$ cat src/rtl/spi_slave.sv
// SPI responder: deserialises a 10-bit MOSI command, hands it to the back end,
// and for read headers (2'b11) fetches and serialises an 8-bit reply on MISO.
module spi_slave #(
    parameter int unsigned TX_TIMEOUT = 16
) (
    input  logic       i_spi_slave_clk,
    input  logic       i_spi_slave_rst_n,
    input  logic       i_spi_slave_ss_bar,
    input  logic       i_spi_slave_mosi,
    output logic       o_spi_slave_miso,
    output logic       o_spi_slave_miso_valid,
    output logic       o_spi_slave_sready,
    output logic [9:0] o_spi_slave_rx_data,
    output logic       o_spi_slave_rx_valid,
    input  logic [7:0] i_spi_slave_tx_data,
    input  logic       i_spi_slave_tx_valid,
    output logic       o_spi_slave_tx_ready,
    output logic       o_spi_slave_err
);

    // state   | meaning
    // IDLE    | ready for a frame, sready follows ss_bar
    // RECV    | shifting in command bits 8..0
    // WAIT_TX | read frame received, waiting for the reply byte
    // SEND    | shifting the reply byte out on MISO
    // DONE    | frame finished, waiting for ss_bar to rise
    typedef enum logic [2:0] {
        S_IDLE, S_RECV, S_WAIT_TX, S_SEND, S_DONE
    } state_t;

    localparam logic [7:0] TMR_LOAD = 8'(TX_TIMEOUT - 1);

    state_t     state_q, state_d;
    logic [8:0] rx_sh_q, rx_sh_d;
    logic [3:0] cnt_q, cnt_d;
    logic [7:0] timer_q, timer_d;
    logic [7:0] tx_sh_q, tx_sh_d;
    logic       miso_q, miso_d;
    logic       miso_valid_q, miso_valid_d;
    logic       sready_q, sready_d;
    logic [9:0] rx_data_q, rx_data_d;
    logic       rx_valid_q, rx_valid_d;
    logic       tx_ready_q, tx_ready_d;
    logic       err_q, err_d;

    always_comb begin
        state_d      = state_q;
        rx_sh_d      = rx_sh_q;
        cnt_d        = cnt_q;
        timer_d      = timer_q;
        tx_sh_d      = tx_sh_q;
        miso_d       = miso_q;
        miso_valid_d = miso_valid_q;
        sready_d     = sready_q;
        rx_data_d    = rx_data_q;
        rx_valid_d   = 1'b0;
        tx_ready_d   = tx_ready_q;
        err_d        = 1'b0;

        // Losing slave select mid-transfer wins over every other event.
        if (i_spi_slave_ss_bar && (state_q inside {S_RECV, S_WAIT_TX, S_SEND})) begin
            state_d      = S_IDLE;
            err_d        = 1'b1;
            miso_d       = 1'b0;
            miso_valid_d = 1'b0;
            tx_ready_d   = 1'b0;
            cnt_d        = 4'd0;
        end else begin
            case (state_q)
                S_IDLE: begin
                    sready_d = i_spi_slave_ss_bar;
                    if (!i_spi_slave_ss_bar) begin
                        rx_sh_d = {8'd0, i_spi_slave_mosi};
                        cnt_d   = 4'd1;
                        state_d = S_RECV;
                    end
                end
                S_RECV: begin
                    if (cnt_q == 4'd9) begin
                        rx_data_d  = {rx_sh_q, i_spi_slave_mosi};
                        rx_valid_d = 1'b1;
                        cnt_d      = 4'd0;
                        if (rx_sh_q[8:7] == 2'b11) begin
                            state_d    = S_WAIT_TX;
                            tx_ready_d = 1'b1;
                            timer_d    = TMR_LOAD;
                        end else begin
                            state_d = S_DONE;
                        end
                    end else begin
                        rx_sh_d = {rx_sh_q[7:0], i_spi_slave_mosi};
                        cnt_d   = cnt_q + 4'd1;
                    end
                end
                S_WAIT_TX: begin
                    if (i_spi_slave_tx_valid) begin
                        tx_sh_d      = i_spi_slave_tx_data;
                        miso_d       = i_spi_slave_tx_data[7];
                        miso_valid_d = 1'b1;
                        tx_ready_d   = 1'b0;
                        cnt_d        = 4'd1;
                        state_d      = S_SEND;
                    end else if (timer_q == 8'd0) begin
                        err_d      = 1'b1;
                        tx_ready_d = 1'b0;
                        state_d    = S_DONE;
                    end else begin
                        timer_d = timer_q - 8'd1;
                    end
                end
                S_SEND: begin
                    if (cnt_q == 4'd8) begin
                        miso_d       = 1'b0;
                        miso_valid_d = 1'b0;
                        cnt_d        = 4'd0;
                        state_d      = S_DONE;
                    end else begin
                        tx_sh_d = {tx_sh_q[6:0], 1'b0};
                        miso_d  = tx_sh_q[6];
                        cnt_d   = cnt_q + 4'd1;
                    end
                end
                S_DONE: begin
                    if (i_spi_slave_ss_bar) begin
                        state_d  = S_IDLE;
                        sready_d = 1'b1;
                    end
                end
                default: state_d = S_IDLE;
            endcase
        end
    end

    always_ff @(posedge i_spi_slave_clk or negedge i_spi_slave_rst_n) begin
        if (!i_spi_slave_rst_n) begin
            state_q      <= S_IDLE;
            rx_sh_q      <= '0;
            cnt_q        <= '0;
            timer_q      <= '0;
            tx_sh_q      <= '0;
            miso_q       <= 1'b0;
            miso_valid_q <= 1'b0;
            sready_q     <= 1'b0;
            rx_data_q    <= '0;
            rx_valid_q   <= 1'b0;
            tx_ready_q   <= 1'b0;
            err_q        <= 1'b0;
        end else begin
            state_q      <= state_d;
            rx_sh_q      <= rx_sh_d;
            cnt_q        <= cnt_d;
            timer_q      <= timer_d;
            tx_sh_q      <= tx_sh_d;
            miso_q       <= miso_d;
            miso_valid_q <= miso_valid_d;
            sready_q     <= sready_d;
            rx_data_q    <= rx_data_d;
            rx_valid_q   <= rx_valid_d;
            tx_ready_q   <= tx_ready_d;
            err_q        <= err_d;
        end
    end

    assign o_spi_slave_miso       = miso_q;
    assign o_spi_slave_miso_valid = miso_valid_q;
    assign o_spi_slave_sready     = sready_q;
    assign o_spi_slave_rx_data    = rx_data_q;
    assign o_spi_slave_rx_valid   = rx_valid_q;
    assign o_spi_slave_tx_ready   = tx_ready_q;
    assign o_spi_slave_err        = err_q;

endmodule

$ cat config.mk
export PLATFORM = sky130hd
export DESIGN_NAME = spi_slave
export DESIGN_NICKNAME = d
export VERILOG_FILES = /design/src/rtl/spi_slave.sv
export SDC_FILE = /design/constraint.sdc
export NUM_CORES = 1
export LEC_CHECK = 0
export BUFFER_PORTS_ARGS = -buffer_cell sky130_fd_sc_hd__buf_2
export CAP_MARGIN = 20
export CORE_MARGIN = 2
export CORE_UTILIZATION = 35
export DETAILED_ROUTE_END_ITERATION = 10
export MAX_ROUTING_LAYER = met4
export PLACE_DENSITY = 0.56
export SLEW_MARGIN = 0
export SYNTH_ARGS = -nofsm -noshare
export SYNTH_HDL_FRONTEND = slang
export SYNTH_SLANG_ARGS = --single-unit
$ cat constraint.sdc
create_clock -name i_spi_slave_clk -period 2.05 [get_ports i_spi_slave_clk]
set_input_delay 0.1025 -clock i_spi_slave_clk [delete_from_list [all_inputs] [get_ports i_spi_slave_clk]]
set_output_delay 0.1025 -clock i_spi_slave_clk [all_outputs]
set_load 0.05 [all_outputs]
# Word-level counts from Yosys, hierarchy flattened
# Cells that the tools add are included.
# totals
in_bits	13
ff_bits	47
wordCells	108
output_inout_bits	16
# classes
bitwise	1
reduce_logical	21
n_eq_ne	23
addsub	2
mux	49
# ops
operator	count
8-bit two-way mux	4
3-bit two-way mux	8
4-bit two-way mux	5
1-bit two-way mux	19
9-bit two-way mux	2
9-bit case mux with 2 select lines	1
4-bit case mux with 4 select lines	1
8-bit case mux with 2 select lines	1
3-bit case mux with 5 select lines	1
7-bit two-way mux	2
2-bit inequality test, second input constant	7
7-bit case mux with 2 select lines	1
3-bit AND reduction	4
4-bit AND reduction	3
3-bit by 1-bit inequality test with 1-bit output, second input constant	3
3-bit nonzero test	3
4-bit equality test, second input constant	2
8-bit logical NOT	1
1-bit case mux with 2 select lines	4
2-bit nonzero test	4
8-bit by 1-bit subtractor with 8-bit output, second input constant	1
3-bit by 2-bit equality test with 1-bit output, second input constant	2
3-bit inequality test, second input constant	2
6-bit AND reduction	1
13 further kinds	14

# Logic depth before layout (Yosys ltp)
# logic_depth
word_depth	5
depth_mapped	7
mapped_depth_nobuf	7

# Least setup slack after synthesis
# Ideal clock, no wire load.
# synth_timing
kind	register -> register
startpoint	reg timer_q[0]
endpoint	reg state_q[1]
path_stages_with_launch	8
slack_ns	0.077
required_time_ns	1.922
n_path_buf	0
setup_time_ns	0.128
arrival_ns	1.846
period_less_slack_ns	1.973
cell_sequence	dfrtp_1 -> inv_1 -> ha_1 -> nor3b_1 -> a2111oi_2 -> nor2b_1 -> nor3b_2 -> mux2_1
# synth_between
elab_chain_cells	3
# synth_rtl
element	line	rtl
start, declared	36	logic [7:0] timer_q, timer_d;
start signal, assigned	152	timer_q <= timer_d;
8-bit logical NOT	103	end else if (timer_q == 8'd0) begin
4-bit by 2-bit inequality test with 1-bit output (no source line)	n/a	
5-bit AND reduction (no source line)	n/a	
end signal, assigned	149	state_q <= state_d;
end, declared	33	state_t state_q, state_d;
# Every way passes these cells.
# A chain may end at the register's enable or synchronous reset.

# Worst setup path in the final report
# layout_timing
startpoint	reg timer_q[0]
endpoint	reg timer_q[5]
# layout_between
elab_chain_cells	4
elab_cells_between_ends	7
cone_classes	add/sub (1); eq/ne (1); mux (3); reduce/logical (2)
# layout_rtl
element	line	rtl
8-bit by 1-bit subtractor with 8-bit output	108	timer_d = timer_q - 8'd1;
8-bit two-way mux	103	
8-bit two-way mux	96	if (i_spi_slave_tx_valid) begin
8-bit case mux with 2 select lines	69	case (state_q)
# Several ways; a longest one is shown, not always the timed one. The select of a mux whose other input is x is not followed.

==> impl_metrics.py <==
metrics = {
    "global_route": {
        "grt_pass1_vias": 1911,
        "grt_pass1_wl_um": 9190,
        "grt_use_met3_pct": 3.20,
        "overflow": 0,
        "antenna_found_initial": 0,
        "grt_max_degree": 28,
        "grt_util_all_layers_pct": 15.7,
        "met1_usage_pct": 20.8,
        "grt.busiest_layer": "met2",
        "met2_usage_pct": 23.7,
    },
    "floorplanning": {
        "dieArea_um2": 7660,
        "die_y_um": 87.5,
        "fp.coreArea_um2": 6760,
        "rows": 30,
        "die_x_um": 87.5,
        "pin_count": 29,
        "start_util_pct": 36.1,
    },
    "timing": {
        "slew_viol_final": 0,
        "finalCriticalPeriod_ps": 1910,
        "rsz0062_at_grt": "true",
        "slew_headroom_pct": 64.4,
        "period_share_pct": 93.4,
        "setup_violations": 0,
        "fin_ws_ps": 135,
        "fmax_mhz": 522,
        "max_slew.worst_pin.slew_ps": 535,
        "finClkSkew_ps": 6.38,
        "finalHoldViolations": 0,
    },
    "synthesis": {
        "yosysTopAreaCell": "dfrtp_1",
        "yosys_warnings": 0,
        "synthArstFlopShare_pct": 100,
        "synthFlopType": "dfrtp_1",
        "netlist_instances": 241,
        "netlist.area_leader.share_pct": 48.2,
        "syn_area_um2": 2440,
        "syn-num-nets": 259,
        "synth-seq-cells": 47,
        "syn_avg_cell_area_um2": 10.1,
        "synth_seq_area_share_pct": 48.2,
        "synth-edff-count": 0,
        "synth_cell_types": 49,
        "yosys-top-cells-area": "dfrtp_1, nand2_1, nor2_1",
    },
    "detailed_routing": {
        "drt_iter0_drc": 80,
        "routed_wl_um": 5240,
        "post_drt_wl_per_cell_um": 14.3,
        "drcViolationCount": 0,
        "num_vias": 1888,
        "ant_nets": 0,
        "via_per_inst": 5.16,
        "drt_pass1_iterations": 4,
    },
    "pwr": {
        "ir_drop_mv": 0.403,
        "p_per_area_nw_per_um2": 947,
        "p_leak_nw": 1.41,
    },
    "setup_path": {
        "slowest_stage": "a2111oi_2",
        "critical_path_class": "flop to flop",
        "cp-start-kind": "flop",
        "path_cells": "inv_1 -> ha_1 -> nor3b_2 -> buf_4 -> a21o_4 -> a2111oi_2 -> xnor2_1 -> nor2_1",
        "worstPathBufferInverterCount": 2,
        "endpoint_kind": "flop",
        "crit_family": "compound AO/OA/AOI/OAI gates",
        "critPathArrivalTime_ps": 2120,
        "critPathRequiredTime_ps": 2260,
        "worst-path-max-fanout": 4,
        "cpPeakStageDelay_ps": 420,
    },
    "cells_and_area": {
        "antenna_cells": 0,
        "nets": 303,
        "area_growth_pct": 22.2,
        "finalInstanceArea_um2": 2980,
        "drive_above_1_share_pct": 26.6,
    },
    "clock_network": {
        "cts_made_buffers": 5,
        "clock-root-buffer": "clkbuf_8",
        "clk_pin_slew_ps": 90,
        "cts.sinks": 47,
        "htreeDepth": 2,
        "cts_buffer_depth": 2,
        "cts_tree": "yes",
        "insertion_delay_ps": 310,
    },
    "placement": {
        "dp_slack_ps": 113,
        "gp_congestion": 0.834,
        "dpl.hpwl_um": 3750,
        "placed_area_um2": 2790,
        "port_buffers": 28,
    },
    "status": {
        "status": "completed",
    },
    "job": {
        "maxCapViolCount": 0,
    },
    "worst_hold_path": {
        "min_path_type": "input pin to flop",
    },
}
what timing repair did:
action,in CTS,in global routing
endpoints found under the hold margin,20,0
buffers inserted,0,0
hold buffers,1,0
setup endpoints to repair,0,6
resized for setup,0,6
layout by cell type, fill, tap and decap left out, types with 4 or more instances in the layout:
| cell | instances |
|---|---|
| mux2_1 | 6 |
| xnor2_1 | 4 |
| buf_2 | 28 |
| nor3_1 | 4 |
| nor2_1 | 23 |
| buf_4 | 17 |
| dfrtp_1 | 46 |
| a21oi_1 | 15 |
| nand3_1 | 4 |
| ha_1 | 5 |
| mux2_2 | 7 |
| o21ai_0 | 15 |
| inv_1 | 13 |
| clkbuf_8 | 5 |
| nand2_1 | 25 |
| mux2i_1 | 6 |
cell type report:
class                      count  area (um2)
inverter                      13        48.8
fill                         658        3770
clock inverter                 3        71.3
clock buffer                   5        68.8
tap                           80         100
multi-input combinational    171        1220
timing repair buffer          47         298
sequential                    47        1180
state kept, by name (all words and copies together) (netlist names), 3 cells and up:
signal               cells
o_spi_slave_rx_data     10
rx_sh_q                  9
timer_q                  8
tx_sh_q                  7
cnt_q                    4
state_q                  3
synthesized netlist by cell type, types with 5 or more instances:
| library cell | instances |
|---|---|
| buf_2 | 5 |
| a21oi_1 | 15 |
| inv_1 | 13 |
| o21ai_0 | 15 |
| mux2i_1 | 6 |
| clkbuf_1 | 5 |
| mux2_1 | 6 |
| nor2_1 | 23 |
| dfrtp_1 | 47 |
| nand2_1 | 25 |
| mux2_2 | 7 |
| ha_1 | 5 |
logic make-up after synthesis:
kind of cell / synth area share (%)
muxes: 8.45
DFF: 48.2
xor gates and xnor gates: 1.43
and+or+nand+nor: 17.1
adders and majority gates: 2.56
AOI/OAI and AO/OA: 18.5
buffers and inverters: 3.79
final timing paths:
check / end / start / slack, ps / cells after the start
worst max-delay path: timer_q[5] / timer_q[0] / 140 / 8
worst min-delay path: tx_sh_q[0] / i_spi_slave_tx_data[0] / 30 / 3
worst max register to register: timer_q[5] / timer_q[0] / 140 / 8
worst min register to register: o_spi_slave_rx_data[6] / o_spi_slave_rx_data[6] / 490 / 1
max in group asynchronous: state_q[1] / i_spi_slave_rst_n / 1230 / 3
min in group asynchronous: o_spi_slave_tx_ready / i_spi_slave_rst_n / 300 / 2
layer usage:
layer,routed length [um],up-vias
li1,-,939
met1,2590,916
met2,2430,28
met3,124,5
met4,89,0
met5,0,-
worst register-to-register path: stages (launching register included):
cell and delay [ps]:
dfrtp_1 350, inv_1 80, ha_1 200, nor3b_2 170, buf_4 140, a21o_4 250, a2111oi_2 420, xnor2_1 160
nor2_1 50
stage by stage:
stage | TNS, ps | utilization [%] | std cells | total power [W] | hold WS, ps
2_1_floorplan | 0 | - | 241 | 0.00169 | -193
3_3_place_gp | 0 | 41.2 | 357 | 0.00197 | 113
3_5_place_dp | 0 | 41.2 | 357 | 0.00198 | 121
4_1_cts | 0 | 43.5 | 366 | 0.00284 | 14.6
5_1_grt | -36.8 | 44.2 | 366 | 0.00302 | 36.6
6_report | 0 | 44.2 | 366 | 0.00283 | 27.2
power breakdown:
group / leakage [nW] / internal, W / switching [W] / total [W]
clock: 0.0703 / 0.000495 / 0.000347 / 0.000842
sequential: 0.603 / 0.00103 / 0.0000901 / 0.00112
combinational: 0.734 / 0.000334 / 0.000534 / 0.000868
total: 1.41 / 0.00186 / 0.000971 / 0.00283
(Power assumes the default switching activity.)
